## config.mk

```make
export PLATFORM = sky130hd
export DESIGN_NAME = mpsoc_dbg_or1k_ctrl_shift
export DESIGN_NICKNAME = d
export VERILOG_FILES = /design/src/rtl/mpsoc_dbg_or1k_ctrl_shift.sv
export SDC_FILE = /design/constraint.sdc
export NUM_CORES = 1
export LEC_CHECK = 0
export BUFFER_PORTS_ARGS = -buffer_cell sky130_fd_sc_hd__buf_2
export CORE_MARGIN = 8
export CORE_UTILIZATION = 55
export DETAILED_ROUTE_END_ITERATION = 16
export GPL_ROUTABILITY_DRIVEN = 1
export PLACE_DENSITY = 0.83
export RECOVER_POWER = 50
export SKIP_CTS_REPAIR_TIMING = 1
export SKIP_LAST_GASP = 1
export SLEW_MARGIN = 20
export SYNTH_ARGS = -nofsm -noshare
export SYNTH_HDL_FRONTEND = slang
export SYNTH_SLANG_ARGS = --single-unit
```

## constraint.sdc

```tcl
create_clock -name tck_i -period 4.7 [get_ports tck_i]
set_input_delay 0.235 -clock tck_i [delete_from_list [all_inputs] [get_ports tck_i]]
set_output_delay 0.235 -clock tck_i [all_outputs]
set_load 0.01 [all_outputs]
```

## src/rtl/mpsoc_dbg_or1k_ctrl_shift.sv

```systemverilog
// JTAG Shift-DR command shifter for the per-core stall register: parity-checked
// writes issued as a one-cycle strobe, snapshot reads serialized onto TDO.
module mpsoc_dbg_or1k_ctrl_shift #(
  parameter int X              = 2,
  parameter int Y              = 2,
  parameter int Z              = 2,
  parameter int CORES_PER_TILE = 1
) (
  input  logic                                                 tck_i,
  input  logic                                                 tlr_i,
  input  logic                                                 module_select_i,
  input  logic                                                 capture_dr_i,
  input  logic                                                 shift_dr_i,
  input  logic                                                 update_dr_i,
  input  logic                                                 tdi_i,
  output logic                                                 tdo_o,
  input  logic [X-1:0][Y-1:0][Z-1:0][CORES_PER_TILE-1:0]       ctrl_reg_i,
  output logic                                                 we_o,
  output logic [X-1:0][Y-1:0][Z-1:0][CORES_PER_TILE-1:0]       data_o,
  output logic                                                 err_o
);

  // state  | meaning
  // IDLE   | no frame in progress, shifts ignored
  // OPCODE | collecting the 4-bit opcode
  // WDATA  | collecting N write data bits into staging
  // WPAR   | waiting for the write parity bit
  // WDONE  | write frame good, Update-DR issues the write
  // RDATA  | presenting snapshot bits on TDO
  // RPAR   | presenting snapshot parity on TDO
  // RDONE  | read frame finished, TDO returns to 0
  // ERR    | bad opcode or parity, waiting for Capture-DR

  localparam int N  = X * Y * Z * CORES_PER_TILE;
  localparam int CW = $clog2(N + 4);

  localparam logic [CW-1:0] LAST_OP   = CW'(3);
  localparam logic [CW-1:0] LAST_DATA = CW'(N - 1);

  localparam logic [3:0] OP_NOP   = 4'h0;
  localparam logic [3:0] OP_WRITE = 4'h1;
  localparam logic [3:0] OP_READ  = 4'h2;

  typedef enum logic [3:0] {
    IDLE, OPCODE, WDATA, WPAR, WDONE, RDATA, RPAR, RDONE, ERR
  } state_t;

  state_t          state, state_nxt;
  logic [CW-1:0]   cnt;
  logic [2:0]      op;
  logic [3:0]      opcode;
  logic            par;
  logic [N-1:0]    staging;
  logic [N-1:0]    rsh;
  logic            rpar;
  logic [N-1:0]    snap;
  logic [N-1:0]    data_q;
  logic            cnt_clr;
  logic            cnt_en;
  logic            shift_ev;

  assign opcode   = {op, tdi_i};
  assign snap     = ctrl_reg_i;
  assign data_o   = data_q;
  assign shift_ev = module_select_i & shift_dr_i & ~capture_dr_i & ~update_dr_i;

  always_comb begin
    state_nxt = state;
    if (module_select_i) begin
      if (capture_dr_i) begin
        state_nxt = OPCODE;
      end else if (update_dr_i) begin
        state_nxt = IDLE;
      end else if (shift_dr_i) begin
        case (state)
          OPCODE: if (cnt == LAST_OP) begin
            case (opcode)
              OP_NOP:   state_nxt = IDLE;
              OP_WRITE: state_nxt = WDATA;
              OP_READ:  state_nxt = RDATA;
              default:  state_nxt = ERR;
            endcase
          end
          WDATA:   if (cnt == LAST_DATA) state_nxt = WPAR;
          WPAR:    state_nxt = (par ^ tdi_i) ? ERR : WDONE;
          RDATA:   if (cnt == LAST_DATA) state_nxt = RPAR;
          RPAR:    state_nxt = RDONE;
          default: state_nxt = state;
        endcase
      end
    end
  end

  // A capture from OPCODE keeps the state but still restarts the count.
  assign cnt_clr = (module_select_i & capture_dr_i) | (state_nxt != state);
  assign cnt_en  = shift_ev & ((state == OPCODE) | (state == WDATA) | (state == RDATA));

  always_ff @(posedge tck_i) begin
    if (tlr_i) begin
      state   <= IDLE;
      cnt     <= '0;
      op      <= '0;
      par     <= 1'b0;
      staging <= '0;
      rsh     <= '0;
      rpar    <= 1'b0;
      data_q  <= '0;
      tdo_o   <= 1'b0;
      we_o    <= 1'b0;
      err_o   <= 1'b0;
    end else begin
      state <= state_nxt;
      we_o  <= 1'b0;
      if (cnt_clr)     cnt <= '0;
      else if (cnt_en) cnt <= cnt + CW'(1);

      if (module_select_i) begin
        if (capture_dr_i) begin
          err_o <= 1'b0;
          par   <= 1'b0;
          op    <= '0;
          tdo_o <= 1'b0;
        end else if (update_dr_i) begin
          tdo_o <= 1'b0;
          if (state == WDONE) begin
            we_o   <= 1'b1;
            data_q <= staging;
          end
        end else if (shift_dr_i) begin
          case (state)
            OPCODE: begin
              op  <= {op[1:0], tdi_i};
              par <= par ^ tdi_i;
              if (cnt == LAST_OP) begin
                if (opcode == OP_READ) begin
                  rsh   <= snap;
                  rpar  <= ^snap;
                  tdo_o <= 1'b1;
                end else if (opcode != OP_NOP && opcode != OP_WRITE) begin
                  err_o <= 1'b1;
                end
              end
            end
            WDATA: begin
              staging <= {staging[N-2:0], tdi_i};
              par     <= par ^ tdi_i;
            end
            WPAR:  if (par ^ tdi_i) err_o <= 1'b1;
            RDATA: begin
              tdo_o <= rsh[N-1];
              rsh   <= {rsh[N-2:0], 1'b0};
            end
            RPAR:    tdo_o <= rpar;
            default: tdo_o <= 1'b0;
          endcase
        end
      end
    end
  end

endmodule

```

# Word-level counts from Yosys, hierarchy flattened
# Cells that the tools add are included.
# Widths: inputs -> output; s select.
# totals
reg_bits,40
inputBits,15
out_inout_bits,11
elab_cells,104
# op_classes
add_sub_neg,1
eq_ne,22
muxes,36
n_bitwise,12
reduce_logical,22
# op_table
op,n
$mux 4,8
$pmux 4 s5,1
$mux 1,17
$eq 4x2->1 const B,4
$eq 4x3->1 const B,4
$mux 8,2
$pmux 8 s2,1
$reduce_and 7->1,2
$mux 3,4
$pmux 4 s3,1
$reduce_and 4->1,3
$reduce_and 5->1,2
$eq 4x1->1 const B,2
$ne 4x3->1 const B,2
$reduce_and 8->1,1
$reduce_bool 2->1,4
$reduce_xor 8->1,1
$ne 3x2->1 const B,2
$ne 3x3->1 const B,2
$reduce_bool 3->1,2
$reduce_or 2->1,3
$and 1x1->1,5
$add 4x1->4 const B,1
$logic_not 4->1,1
other kinds (13),18

# Longest topological paths before layout
# depth
word_depth,11
ltp_mapped,9
depth_no_buf,7

# Worst setup path before layout
# OpenSTA, ideal clock, no wires.
# synth_timing
path_kind,reg-to-reg
start,reg cnt[0]
end,reg cnt[0]
setup_ns,0.129
arrival_time_ns,1.610
required_time_ns,4.571
path_slack_ns,2.961
path_stages_with_launch,7
n_path_buf,0
synth_period_minus_slack_ns,1.739
path_cell_list,dfxtp_1 > ha_1 > or3b_2 > a21oi_1 > o21ai_1 > o31ai_2 > nor3_1
# synth_between
elab_chain_cells,10
word_cells_on_any_way,14
classes_between,add/sub (1); eq/ne (3); mux (8); bitwise (1); reduce/logical (1)
# synth_rtl
item,line,text
start: declaration,49,logic [CW-1:0] cnt;
start signal: assignment,115,else if (cnt_en) cnt <= cnt + CW'(1);
$eq 4x3->1 or $eq 4x2->1 (tied branches),"84, 86, 76",
"$mux 4, on equally long branches","86, 76, 84",
$pmux 4 s5,75,case (state)
$mux 4,74,end else if (shift_dr_i) begin
$mux 4,72,end else if (update_dr_i) begin
$mux 4,70,if (capture_dr_i) begin
$mux 4,69,if (module_select_i) begin
$ne 4x4->1,95,assign cnt_clr = (module_select_i & capture_dr_i) | (state_nxt != state);
$or 1x1->1,95,
$reduce_or 2->1 (no line),n/a,
# Several ways; a longest one is shown, not always the timed one.
# A chain may end at the register's enable or synchronous reset.

# Worst setup path after layout
# layout_timing
start,reg state[0]
end,reg cnt[3]
# layout_between
elab_chain_cells,9
word_cells_on_any_way,19
classes_between,eq/ne (6); mux (8); bitwise (4); reduce/logical (1)
# layout_rtl
item,line,text
start: declaration,48,"state_t state, state_nxt;"
start signal: assignment,112,state <= state_nxt;
$eq 4x3->1 (tied with other cells),75,
$pmux 4 s5,75,
$mux 4,74,
$mux 4,72,
$mux 4,70,
$mux 4,69,
$ne 4x4->1,95,
$or 1x1->1,95,
$reduce_or 2->1 (no line),n/a,
# Several ways; a longest one is shown, not always the timed one.

==> flow_summary.rst <==
.. list-table::
   :header-rows: 1

   * - Metric
     - Value
   * - Number of filler instances in the final layout
     - 351
   * - First-pass GRT wire length
     - 7976 um
   * - Combined area of the multi-input logic cells
     - 1204 um2
   * - Clock Skews
     - 0.003701 ns
   * - Number of pins with negative max-slew slack in the final report
     - 0
   * - Total setup violations reported at the end of the flow
     - 0
   * - Most used routing layer
     - met2
   * - Clock-pin slew on the worst setup and hold paths
     - 0.08 ns
   * - WL per Instance
     - 15.36 um
   * - Worst Max-Slew Pin Slew
     - 1.113 ns
   * - Average instance area after synthesis
     - 8.800 um2
   * - Fraction of the yosys area taken by sequential cells
     - 37.91%
   * - First-iteration detailed-routing DRC count
     - 92
   * - Detailed-route DRC error count
     - 0
   * - Routed wire length
     - 4686 um
   * - Maximum number of pins on one net before global-route repair
     - 38
   * - Min-delay src
     - ctrl_reg_i[0]
   * - Relative area change from synthesis to final layout
     - 8.827%
   * - Clock root cell
     - clkbuf_8
   * - Worst hold path class
     - primary input to flop
   * - Beginning of the worst register-to-register path
     - state[0]$_SDFF_PP0_
   * - Global route total overflow
     - 0
   * - Number of antenna violations at the first check in global routing
     - 0
   * - GR Util met2
     - 25.23%
   * - Async S/R FF share, synth
     - 0%
   * - Achievable frequency
     - 0.3629 GHz
   * - Final HPWL DP
     - 3233 um
   * - Initial Util
     - 57.26%
   * - Number of nets in the final layout
     - 272
   * - RSZ-0062 raised after global routing
     - no
   * - Power density normalized to cell area
     - 297.3 nW/um2
   * - Leading cell types by total area after synthesis
     - dfxtp_1, mux2i_1, nor2_1
   * - Width of the die
     - 77.97 um
   * - Startpoint of the most critical setup path
     - state[0]$_SDFF_PP0_
   * - H-Tree Depth
     - 2
   * - Number of enable-type register cells in the synthesized netlist
     - 0
   * - VDD IR max
     - 0.0002143 V
   * - Smallest setup slack after layout
     - 1.945 ns
   * - Max stage delay cell, worst path
     - nor4b_1
   * - Count of inserted antenna diode cells
     - 0
   * - Met3 track demand over resource in global routing
     - 4.608%
   * - Hold Crit Endpoint
     - rsh[0]$_SDFFE_PP0P_
   * - Vias in the first global route
     - 1,804
   * - CTS tree
     - done
   * - Critical path, cell by cell
     - nor4b_1 -> nand3_1 -> o21ai_0 -> mux2_2 -> o31ai_2 -> nor3_1
   * - Die ar.
     - 6079 um2
   * - Stage delay of the slowest cell on the critical path
     - 0.94 ns
   * - Synth area leader
     - dfxtp_1
   * - Instance area after placement
     - 2212 um2
   * - Leakage power
     - 0.8913 nW
   * - I/O pins
     - 26
   * - Flip-flop and latch count after synthesis
     - 40
   * - DP Worst Slack
     - 2.295 ns
   * - Reg2reg end
     - cnt[3]$_SDFFE_PP0P_
   * - FF/Latch Area
     - 800.8 um2
   * - Crit path required time
     - 4.88 ns
   * - Total Neg Setup Slack
     - 0 ns
   * - Count of cells along the worst register-to-register path
     - 6
   * - Most used flip-flop cell after synthesis
     - dfxtp_1
   * - Synth Warn #
     - 0
   * - Final critical path time including I/O delays and setup
     - 2.755 ns
   * - Count of antenna-violating nets left after detailed routing
     - 0
   * - Clock latency at the later pin of the worst-skew pair
     - 0.30 ns
   * - CP Capture Type
     - flop
   * - Syn nets
     - 256
   * - Die Span Y
     - 77.97 um
   * - Internal reg-to-reg setup slack
     - 1.94 ns
   * - Buffer depth of the longest clock path
     - 2
   * - GR Util All Layers
     - 15.81%
   * - Final hold viol count
     - 0
   * - Detailed-route vias per instance
     - 5.875
   * - Number of buffers added by the clock tree synthesis step
     - 5
   * - Count of TritonRoute iterations in the first routing pass
     - 4
   * - Fraction of post-synthesis cell area in the top cell type by area
     - 37.91%
   * - DR vias
     - 1,792
   * - Num rows
     - 22
   * - Most used cells in the layout excluding fill and tap cells
     - dfxtp_1, nor2_1, mux2i_1
   * - Run status
     - finished clean
   * - Ratio of final minimum period to clock period
     - 58.62%
   * - Global-route met1 utilization
     - 18.44%
   * - Count of cells along the worst hold path
     - 3
   * - Finished Layout Cells
     - 305
   * - Kind of critical path
     - flop to flop
   * - Most frequent standard cell in the layout excluding fill and tap cells
     - dfxtp_1
   * - Final estimated routing congestion in global placement
     - 0.9487
   * - Util after Layout
     - 62.31%
   * - Post-Syn Area
     - 2112 um2
   * - Number of maximum-capacitance violations
     - 0
   * - Number of port buffers
     - 25
   * - Endpoint arrival time on the critical path
     - 2.94 ns
   * - Std-Cell Core Area
     - 3689 um2
   * - Maximum fanout count along the critical path
     - 11
   * - Count of different cell masters after synthesis
     - 50
   * - Cell count after placement
     - 297
   * - Critical path startpoint category
     - flop
   * - Proportion of layout cells with a drive suffix above 1
     - 12.84%
   * - Non-Filler Cell Area, Final
     - 2298 um2
   * - Max transition margin
     - 24.73%
   * - Synthesized instance count
     - 240
   * - # clock sinks
     - 40
## power by group
part	total (W)	internal (W)	switching [W]
logic	0.0000546	0.0000219	0.0000327
clock network	0.000286	0.000160	0.000127
registers	0.000342	0.000340	0.00000221
## critical path: cells and delay by family (launching register included)
family / cells / cell delay (ns)
AND/OR/NAND/NOR: 3 / 1.17
flip-flops: 1 / 0.54
AO/OA/AOI/OAI: 2 / 0.51
multiplexers: 1 / 0.42
## how the worst max path moves through the flow
stage | to | cells after the start
6_report | cnt[3]$_SDFFE_PP0P_ | 6
5_1_grt | cnt[0]$_SDFFE_PP0P_ | 6
4_1_cts | rsh[2]$_SDFFE_PP0P_ | 7
3_5_place_dp | rsh[2]$_SDFFE_PP0P_ | 7
3_3_place_gp | cnt[0]$_SDFFE_PP0P_ | 6
2_1_floorplan | cnt[0]$_SDFFE_PP0P_ | 6
## through the flow
| stage | hold WS (ns) | total power [W] |
|---|---|---|
| after floorplan | 0.4020 | 0.0003898 |
| after global placement | 0.4583 | 0.0004040 |
| after detailed placement | 0.4837 | 0.0004044 |
| after CTS | 0.2362 | 0.0006914 |
| after global routing | 0.2431 | 0.0007100 |
| final | 0.2413 | 0.0006833 |
## logic make-up after synthesis
| logic type | synth area share, % |
|---|---|
| xor+xnor | 4.562 |
| mux | 11.91 |
| simple gates | 26.48 |
| compound gates | 14.16 |
| fa+ha+maj | 0.5923 |
| buf+inv | 4.383 |
| flops | 37.91 |
## cell usage after synthesis, types with 4 or more instances
cell type  instances
a211oi_1           7
a21oi_1           10
a22oi_1            5
buf_2              8
clkbuf_1           4
dfxtp_1           40
mux2i_1           24
nand2_1           12
nand2b_1           6
nand3_1            7
nor2_1            38
nor2b_1            6
nor3_1             6
o21ai_0            8
xnor2_1            8
## final cells by class
class	count	area share [%]
Multi-Input combinational cell	182	52.37
Sequential cell	40	34.84
Timing Repair Buffer	25	4.845
Clock buffer	5	2.994
Tap cell	48	2.613
Clock inverter	3	2.014
Inverter	2	0.3266
## per-layer routing
metal | vias up | share of wire [%]
met1 | 839 | 42
met2 | 62 | 49
met5 | - | 0
met4 | 0 | 1.7
met3 | 9 | 6.9
li1 | 882 | -
## flip-flops by register name, indices dropped and copies added (netlist names)
register / cells
data_o: 8
rsh: 8
staging: 8
cnt: 4
state: 4
op: 3
err_o: 1
par: 1
rpar: 1
tdo_o: 1
we_o: 1
Power figures use the tool's default switching activity.
